File: src/rtl/cpu_defs.sv
// Shared CPU datapath definitions: register/data widths and the buffered
// writeback entry layout used by the GRF write-port arbiter.
package cpu_defs;

    localparam int REG_W  = 5;
    localparam int DATA_W = 32;
    localparam logic [REG_W-1:0] ZERO_REG = 5'd0;

    typedef struct packed {
        logic              live;
        logic [REG_W-1:0]  a3;
        logic [DATA_W-1:0] wd;
    } wb_entry_t;

    // r0 is never a real destination, so it never matches anything.
    function automatic logic reg_match(input logic [REG_W-1:0] query,
                                       input logic [REG_W-1:0] stored);
        return (query != ZERO_REG) && (query == stored);
    endfunction

endpackage

File: src/rtl/wb_fifo.sv
// Circular buffer of pending long-latency writebacks with per-entry live bits,
// a parallel kill-by-address port and two address-match query ports.
module wb_fifo
    import cpu_defs::*;
#(
    parameter int DEPTH = 2
) (
    input  logic                     clk,
    input  logic                     reset,
    input  logic                     push_i,
    input  logic                     push_live_i,
    input  logic [REG_W-1:0]         push_a3_i,
    input  logic [DATA_W-1:0]        push_wd_i,
    input  logic                     pop_i,
    input  logic                     kill_en_i,
    input  logic [REG_W-1:0]         kill_a3_i,
    input  logic [REG_W-1:0]         q1_a3_i,
    input  logic [REG_W-1:0]         q2_a3_i,
    output logic                     hit1_o,
    output logic                     hit2_o,
    output logic                     head_live_o,
    output logic [REG_W-1:0]         head_a3_o,
    output logic [DATA_W-1:0]        head_wd_o,
    output logic                     empty_o,
    output logic                     full_o,
    output logic [$clog2(DEPTH):0]   count_o
);

    localparam int AW = $clog2(DEPTH);

    logic [AW:0]         wr_ptr_q, wr_ptr_d;
    logic [AW:0]         rd_ptr_q, rd_ptr_d;
    logic [DEPTH-1:0]    live_q, live_d;
    logic [REG_W-1:0]    a3_q [DEPTH];
    logic [DATA_W-1:0]   wd_q [DEPTH];

    logic [AW-1:0]       wr_idx;
    logic [AW-1:0]       rd_idx;
    logic                push_ok;
    logic                pop_ok;

    assign wr_idx  = wr_ptr_q[AW-1:0];
    assign rd_idx  = rd_ptr_q[AW-1:0];
    assign empty_o = (wr_ptr_q == rd_ptr_q);
    assign full_o  = (wr_ptr_q[AW] != rd_ptr_q[AW]) && (wr_idx == rd_idx);
    assign count_o = wr_ptr_q - rd_ptr_q;
    assign push_ok = push_i && !full_o;
    assign pop_ok  = pop_i && !empty_o;

    assign head_live_o = live_q[rd_idx] && !empty_o;
    assign head_a3_o   = a3_q[rd_idx];
    assign head_wd_o   = wd_q[rd_idx];

    // Live bits are cleared on pop so only occupied slots can ever be live;
    // a same-cycle push overrides the kill because its live bit already
    // accounts for the squash.
    always_comb begin
        live_d = live_q;
        for (int i = 0; i < DEPTH; i++) begin
            if (kill_en_i && (a3_q[i] == kill_a3_i)) begin
                live_d[i] = 1'b0;
            end
        end
        if (pop_ok) begin
            live_d[rd_idx] = 1'b0;
        end
        if (push_ok) begin
            live_d[wr_idx] = push_live_i;
        end
        wr_ptr_d = wr_ptr_q + (AW+1)'(push_ok);
        rd_ptr_d = rd_ptr_q + (AW+1)'(pop_ok);
    end

    always_comb begin
        hit1_o = 1'b0;
        hit2_o = 1'b0;
        for (int i = 0; i < DEPTH; i++) begin
            hit1_o = hit1_o | (live_q[i] & reg_match(q1_a3_i, a3_q[i]));
            hit2_o = hit2_o | (live_q[i] & reg_match(q2_a3_i, a3_q[i]));
        end
    end

    always_ff @(posedge clk) begin
        if (reset) begin
            wr_ptr_q <= '0;
            rd_ptr_q <= '0;
            live_q   <= '0;
        end else begin
            wr_ptr_q <= wr_ptr_d;
            rd_ptr_q <= rd_ptr_d;
            live_q   <= live_d;
        end
    end

    always_ff @(posedge clk) begin
        if (push_ok) begin
            a3_q[wr_idx] <= push_a3_i;
            wd_q[wr_idx] <= push_wd_i;
        end
    end

endmodule

File: src/rtl/grf_wb_arbiter.sv
// GRF write-port arbiter: pipeline writeback has priority, long-latency results
// are buffered (or bypassed when nothing is waiting), with starvation relief.
module grf_wb_arbiter
    import cpu_defs::*;
#(
    parameter int DEPTH      = 2,
    parameter int STARVE_MAX = 4
) (
    input  logic                     clk,
    input  logic                     reset,
    input  logic [REG_W-1:0]         pipe_a3,
    input  logic [DATA_W-1:0]        pipe_wd,
    input  logic                     lr_valid,
    output logic                     lr_ready,
    input  logic [REG_W-1:0]         lr_a3,
    input  logic [DATA_W-1:0]        lr_wd,
    output logic [REG_W-1:0]         grf_a3,
    output logic [DATA_W-1:0]        grf_wd,
    output logic                     steal,
    input  logic [REG_W-1:0]         rd_a1,
    input  logic [REG_W-1:0]         rd_a2,
    output logic                     pend1,
    output logic                     pend2,
    output logic [$clog2(DEPTH):0]   count
);

    localparam int SW = $clog2(STARVE_MAX + 1);

    logic              pipe_wr;
    logic              accept;
    logic              lr_squash;
    logic              lr_real;
    logic              bypass;
    logic              push;
    logic              pop;

    logic              fifo_empty;
    logic              fifo_full;
    logic              head_live;
    logic [REG_W-1:0]  head_a3;
    logic [DATA_W-1:0] head_wd;
    logic              hit1;
    logic              hit2;

    logic [SW-1:0]     starve_q, starve_d;
    logic              steal_q, steal_d;

    assign pipe_wr   = (pipe_a3 != ZERO_REG);
    assign lr_ready  = !fifo_full && !reset;
    assign accept    = lr_valid && lr_ready;
    // A same-cycle pipeline write to the same register is program-younger.
    assign lr_squash = pipe_wr && (lr_a3 == pipe_a3);
    assign lr_real   = accept && (lr_a3 != ZERO_REG);
    assign bypass    = lr_real && !lr_squash && fifo_empty && !pipe_wr;
    assign push      = lr_real && !bypass;
    // Killed heads drain even while the pipeline owns the port.
    assign pop       = !fifo_empty && (!head_live || !pipe_wr);

    assign pend1 = hit1 && !reset;
    assign pend2 = hit2 && !reset;
    assign steal = steal_q;

    wb_fifo #(
        .DEPTH(DEPTH)
    ) u_fifo (
        .clk         (clk),
        .reset       (reset),
        .push_i      (push),
        .push_live_i (!lr_squash),
        .push_a3_i   (lr_a3),
        .push_wd_i   (lr_wd),
        .pop_i       (pop),
        .kill_en_i   (pipe_wr),
        .kill_a3_i   (pipe_a3),
        .q1_a3_i     (rd_a1),
        .q2_a3_i     (rd_a2),
        .hit1_o      (hit1),
        .hit2_o      (hit2),
        .head_live_o (head_live),
        .head_a3_o   (head_a3),
        .head_wd_o   (head_wd),
        .empty_o     (fifo_empty),
        .full_o      (fifo_full),
        .count_o     (count)
    );

    always_comb begin
        grf_a3 = ZERO_REG;
        grf_wd = '0;
        if (reset) begin
            grf_a3 = ZERO_REG;
        end else if (pipe_wr) begin
            grf_a3 = pipe_a3;
            grf_wd = pipe_wd;
        end else if (head_live) begin
            grf_a3 = head_a3;
            grf_wd = head_wd;
        end else if (bypass) begin
            grf_a3 = lr_a3;
            grf_wd = lr_wd;
        end
    end

    // A non-empty FIFO that does not pop has a live head denied by the pipe.
    always_comb begin
        starve_d = starve_q;
        steal_d  = 1'b0;
        if (pop || fifo_empty) begin
            starve_d = '0;
        end else if (starve_q == SW'(STARVE_MAX - 1)) begin
            starve_d = '0;
            steal_d  = 1'b1;
        end else begin
            starve_d = starve_q + 1'b1;
        end
    end

    always_ff @(posedge clk) begin
        if (reset) begin
            starve_q <= '0;
            steal_q  <= 1'b0;
        end else begin
            starve_q <= starve_d;
            steal_q  <= steal_d;
        end
    end

endmodule

File: config.mk
export PLATFORM = sky130hd
export DESIGN_NAME = grf_wb_arbiter
export DESIGN_NICKNAME = d
export VERILOG_FILES = /design/src/rtl/cpu_defs.sv /design/src/rtl/wb_fifo.sv /design/src/rtl/grf_wb_arbiter.sv
export SDC_FILE = /design/constraint.sdc
export NUM_CORES = 1
export LEC_CHECK = 0
export BUFFER_PORTS_ARGS = -buffer_cell sky130_fd_sc_hd__buf_2
export CORE_UTILIZATION = 55
export DETAILED_ROUTE_END_ITERATION = 7
export GPL_ROUTABILITY_DRIVEN = 0
export PLACE_DENSITY = 0.83
export RECOVER_POWER = 50
export SLEW_MARGIN = 0
export SYNTH_ARGS = -nofsm -noshare
export SYNTH_HDL_FRONTEND = slang
export SYNTH_SLANG_ARGS = --single-unit
export TNS_END_PERCENT = 5
File: constraint.sdc
create_clock -name clk -period 5 [get_ports clk]
set_clock_uncertainty 0.05 [all_clocks]
set_input_delay 1 -clock clk [delete_from_list [all_inputs] [get_ports clk]]
set_output_delay 1 -clock clk [all_outputs]
set_load 0.01 [all_outputs]
-- Word-level counts from Yosys, hierarchy flattened
Memory sizes are Yosys's and may differ from the RTL's. A register that Yosys moved wholly into a read port is not among the register bits.
Cells that the tools add are included.
W data, S select, Z words.
- memories: 2
- logic and storage cells: 96
- register bits after elaboration: 10
- output and inout bits: 43
- input port bits: 87
- bits in writable memories: 74
- muxes and demuxes: 24
- bitwise gates (word level): 8
- magnitude comparators: 4
- equal/unequal tests: 11
- reduce and logical (&&, ||, !) cells: 38
- add/sub/neg operators: 4
- memory list (memory ; depth ; width ; read ports ; clocked after Yosys merged registers in ; wr ports ; RTL line ; text):
    u_fifo.wd_q ; 2 ; 32 ; 1 ; 1 ; 1 ; wb_fifo.sv:35 ; logic [DATA_W-1:0] wd_q [DEPTH];
    u_fifo.a3_q ; 2 ; 5 ; 3 ; 1 ; 1 ; wb_fifo.sv:34 ; logic [REG_W-1:0] a3_q [DEPTH];
- operator list (kind ; count):
    $mux W32 ; 4
    $eq A5 B5 Y1 ; 7
    $logic_and A1 B1 Y1 ; 23
    $mux W5 ; 4
    $reduce_bool A5 Y1 ; 4
    $mux W1 ; 11
    $logic_not A1 Y1 ; 7
    $add A2 B1 Y2 ; 2
    $and A1 B1 Y1 ; 4
    $lt A1 B2 Y1 const B ; 2
    $mux W2 ; 2
    $add A3 B1 Y3 const B ; 1
    $eq A3 B2 Y1 const B ; 1
    $reduce_or A3 Y1 ; 1
    $and A2 B2 Y2 ; 1
    $bwmux W2 ; 1
    $demux W1 S1 ; 2
    $eq A2 B2 Y1 ; 1
    $ge A1 B1 Y1 const B ; 2
    $logic_or A1 B1 Y1 ; 2
    $not A2 Y2 ; 1
    $or A1 B1 Y1 ; 2
    $reduce_or A2 Y1 ; 1
    $sub A2 B2 Y2 ; 1
    other kinds (2) ; 2

-- Logic depth before layout (Yosys ltp)
- depth after elaboration: 14
- mapped depth: 10
- gate-level depth less buffers: 9

-- Cells and area by module
Synthesis repeated with hierarchy kept, for this count alone.
- cell total of the unflattened synthesis: 409
- area, all modules: 4875.9 µm²
- modules (own cells, without submodules) (module ; times used ; area an instance (µm²) ; sequential area each (µm²) ; cells each):
    wb_fifo ; 1 ; 3383.2 ; 2342.2 ; 201
    grf_wb_arbiter ; 1 ; 1492.7 ; 80.1 ; 208

-- Worst setup path after synthesis
Ideal clock, no wire load.
- path type: input port to output port
- start point: input port pipe_a3[2]
- end point: output port grf_wd[0]
- stages on the path: 6
- data required time: 3.950 ns
- path slack: 1.649 ns
- arrival: 2.301 ns
- cells stage by stage: buf_2 or4_4 nor2_4 buf_6 nor2_1 a211oi_2
- longest elaborated chain between the ends: 10
- elaborated cells on any way between the ends: 12
- those cells by class: eq/ne (1); mux (4); reduce/logical (7)
- ends and longest elaborated chain (what ; RTL line ; text):
    start, declared ; grf_wb_arbiter.sv:11 ; input logic [REG_W-1:0] pipe_a3,
    $eq A5 B5 Y1 / $reduce_bool A5 Y1 (equally long branches) ; grf_wb_arbiter.sv:52, grf_wb_arbiter.sv:48 ;
    $logic_and A1 B1 Y1 ; grf_wb_arbiter.sv:52 ; assign lr_squash = pipe_wr && (lr_a3 == pipe_a3);
    $logic_not A1 Y1 ; grf_wb_arbiter.sv:54 ; assign bypass = lr_real && !lr_squash && fifo_empty && !pipe_wr;
    $logic_and A1 B1 Y1 (3 in series) ; grf_wb_arbiter.sv:54 ;
    $mux W32 ; grf_wb_arbiter.sv:98 ; end else if (bypass) begin
    $mux W32 ; grf_wb_arbiter.sv:95 ; end else if (head_live) begin
    $mux W32 * ; grf_wb_arbiter.sv:92 ; end else if (pipe_wr) begin
    $mux W32 * ; grf_wb_arbiter.sv:90 ; if (reset) begin
    end, declared ; grf_wb_arbiter.sv:18 ; output logic [DATA_W-1:0] grf_wd,
Every way passes the cells marked *; elsewhere a longest branch is shown, timed or not.

-- Worst setup path in the final report
- start point: input port pipe_a3[1]
- end point: output port grf_wd[23]
Same word-level chain as after synthesis.

==> impl.org <==
** Outcome
- The flow ran to the end, but the final reports show violations.
- The final reports fail on capacitance limit, slew limit.

** Clock tree
- The tree is rooted in a clkbuf_8.
- Sink count of the clock tree :: 84
- The later pin in the worst-skew pair is clocked with a latency of 0.35 ns.
- CTS Buffer Depth :: 2
- After clock tree synthesis, the flow added hold-fix buffers numbering 0.
- Clock tree from TritonCTS :: yes
- After clock tree synthesis, the repair step resized 0 gates.
- The H-tree was split into 3 levels.
- Clock Pin Slew Worst Setup and Hold Paths :: 0.08 ns
- The number of setup buffers added after CTS is 0.
- TritonCTS created 9 clock buffers.

** Floorplanning
- The die covers 0.00908 mm2.
- 130 I/O pins were placed.
- Initial standard-cell utilization of the core :: 57.4%
- Row generation in the floorplan step produced 33 rows.
- The die is approximately 95 um wide.
- From bottom edge to top edge, the die measures 95.3 um.
- The core region is 0.00834 mm2.

** Place
- Placed wire-length estimate after detailed placement :: 7.31 mm
- Count of input and output buffers :: approximately 130

** Final layout
- Layout filler cell count :: 646
- After the last flow step, the layout net total stands at 580.
- Antenna fix cells :: 0
- Relative to the synthesized area, the layout overhead comes to 15.9%.
- Cells with a size suffix above 1 make up a little over a third of the layout.

** Synthesis
- Synth area leaders :: edfxtp_1 (46%), mux2_2 (8.5%), a211oi_2 (8.4%)
- Cell Area, Synth :: 0.00479 mm2
- Synthesis produced a netlist whose cell count is 374.
- Most used flip-flop cell after synthesis :: edfxtp_1
- Of all cell types, the one taking the most synthesized area is edfxtp_1.
- Sequential elements use 50.6% of the synthesized area.
- Number of distinct library cells after synthesis :: 39
- Warning count from the yosys run :: 0
- Number of synthesized flops with an enable pin :: 74
- Synthesis-stage register bit count :: 84
- For this run, asynchronously set or reset flops after synthesis account for 0%.
- The top cell type by area accounts for between 40% and 50% of the synthesized area.
- Averaged over all synthesized cells, the footprint is 12.8 um2.
- The number of nets handed over by synthesis was approximately 470.

** Run
- The tool flagged a number of max-cap violations equal to 1.

** STA
- Setup repair after global routing left no endpoint under its margin.
- Transition time of the tightest slew-check pin :: about 1.8 ns
- Headroom to the max-slew limit came out at -18.9%.
- The final-report max-slew violation count came to 39.
- Static timing analysis puts the maximum clock frequency at between 200 and 250 MHz.
- The worst path needs 4.40 ns of the cycle, external delays included.
- Number of endpoints with negative hold slack in the final report :: 0
- For the final routed database, the setup TNS stands at 0 ns.
- The worst path uses 88.0% of the clock period.
- Count of endpoints failing setup in the final report :: 0

** GRT
- Global routing used roughly 25% of the available tracks.
- The number of antenna violations at the first check in global routing is 0.
- Gr ovfl total :: 0
- Via count of the first global-routing pass :: 3500
- Entering global routing, the biggest net connects 55 pins.
- First-pass GRT wire length :: 16.9 mm

** Power and ir drop
- The design draws 0.00186 W.
- Worst ir drop on vdd :: 0.152 mV
- In this run the power density over the cells is 335 mW/mm2.
- In this run the static leakage power is 1.92 nW.

** Drt
- The pre-antenna-repair detailed-routing pass consisted of 5 iterations.
- Antenna Violating Nets Remaining :: 0
- After detailed routing, the average wire length per cell comes to 18.4 um.
- Total Routed Length :: 11.0 mm
- Iteration-0 DRC count of the detailed router :: 133
- Routed via count :: 3599
- For this run, design rule violations remaining after detail routing come to 0.
- Post-detailed-route via-to-cell ratio :: 6.03

** Setup path
- Startpoint of the most critical register-to-register path :: u_fifo.wr_ptr_q[0]$_SDFF_PP0_
- The worst setup path is captured at a primary output.
- Tracing the worst setup path back leads to its startpoint at pipe_a3[1].
- STA puts the critical path data arrival time at 3.35 ns.
- The worst setup path is launched from an input pin.
- Along the worst path, the maximum fanout reaches 23.
- Category of the most critical setup path :: in2out
- Required time at the worst-slack endpoint :: 3.95 ns

** Min path
- The min-delay analysis places its worst path in the category reg2reg.
- Hold path startpoint :: starve_q[0]$_SDFF_PP0_
-- flip-flops by register name, indices dropped and copies added, names as in the netlist --
name,flops
u_fifo.live_q,2
starve_q,3
u_fifo.wr_ptr_q,2
u_fifo.rd_ptr_q,2
u_fifo.a3_q,10
steal,1
u_fifo.wd_q,64
-- worst max-delay path: stages --
cell and delay [ns]:
clkbuf_1 0.16, or4_1 0.63, nor2_4 0.12, clkbuf_1 0.87
nor2_1 0.14, a211oi_2 0.24, buf_2 0.19
-- where the power goes --
part / total, W / internal, W / switching, W
logic: 0.000496 / 0.000215 / 0.000280
registers: 0.000842 / 0.000818 / 0.0000237
clock network: 0.000519 / 0.000280 / 0.000239
total: 0.00186 / 0.00131 / 0.000543
-- kinds of logic after synthesis --
group	Yosys count	share of synthesized area, %
xor gates and xnor gates	40	7.47
and+or+nand+nor	77	7.63
adders and majority gates	6	1.57
DFF	84	50.6
AOI/OAI and AO/OA	90	18.8
buffers and inverters	39	5.10
muxes	38	8.88
-- synth_stat cells, drive strengths merged, types with 2 or more instances --
master	n
a221oi	2
o31ai	5
buf	18
a22oi	5
or4	2
clkbuf	15
o32ai	2
o2bb2ai	2
a32oi	32
nor2b	3
xnor2	15
a211oi	32
inv	6
edfxtp	74
xor2	25
dfxtp	10
nand3	6
nor2	45
nor3	5
a21oi	3
mux2	36
ha	6
nand2	3
nand2b	5
mux2i	2
nor4	5
a41o	3
-- final timing paths --
kind	endpoint	slack [ns]	cells after the start
min reg2reg	starve_q[0]$_SDFF_PP0_	0.38	1
max	grf_wd[23]	0.60	7
max reg2reg	u_fifo.wr_ptr_q[1]$_SDFF_PP0_	1.48	9
min	starve_q[0]$_SDFF_PP0_	0.38	1
-- layout by cell type, fill, tap and decap left out, types with 6 or more instances in the layout --
| cell | instances |
|---|---|
| a211oi_2 | 32 |
| inv_1 | 6 |
| dfxtp_1 | 9 |
| nor2_1 | 44 |
| a32oi_1 | 32 |
| mux2_2 | 36 |
| edfxtp_1 | 74 |
| xnor2_1 | 15 |
| clkbuf_1 | 43 |
| nand3_1 | 6 |
| clkbuf_8 | 9 |
| xor2_1 | 25 |
| buf_2 | 87 |
-- stage by stage --
step	hold slack [ns]	cells	setup slack, ns	util [%]	instance area [um2]
after floorplan	0.349	374	1.65	-	4790
after global placement	0.357	581	1.21	64.8	5410
after detailed placement	0.370	581	1.16	64.8	5410
after CTS	0.381	597	1.01	67.4	5620
after global routing	0.403	597	0.426	66.5	5550
final	0.383	597	0.602	66.5	5550
-- area by class of cell --
cell class	instances	area, um2	area share, %
Sequential cell	84	2420	43.7
Multi-Input combinational cell	251	2110	38.1
Timing Repair Buffer	135	644	11.6
Tap cell	105	131	2.37
Clock buffer	9	124	2.23
Clock inverter	7	90.1	1.62
Inverter	6	22.5	0.406
-- metal layers --
metal  track usage, %  share of wire, %  vias to the layer above
met2             41.6                49                      149
met1             31.8                43                     1750
li1                 -                 -                     1683
met5                0                 0                        -
met3             4.63               6.4                       17
met4             10.7               1.7                        0
No activity file was read; power rests on OpenSTA's default activity.
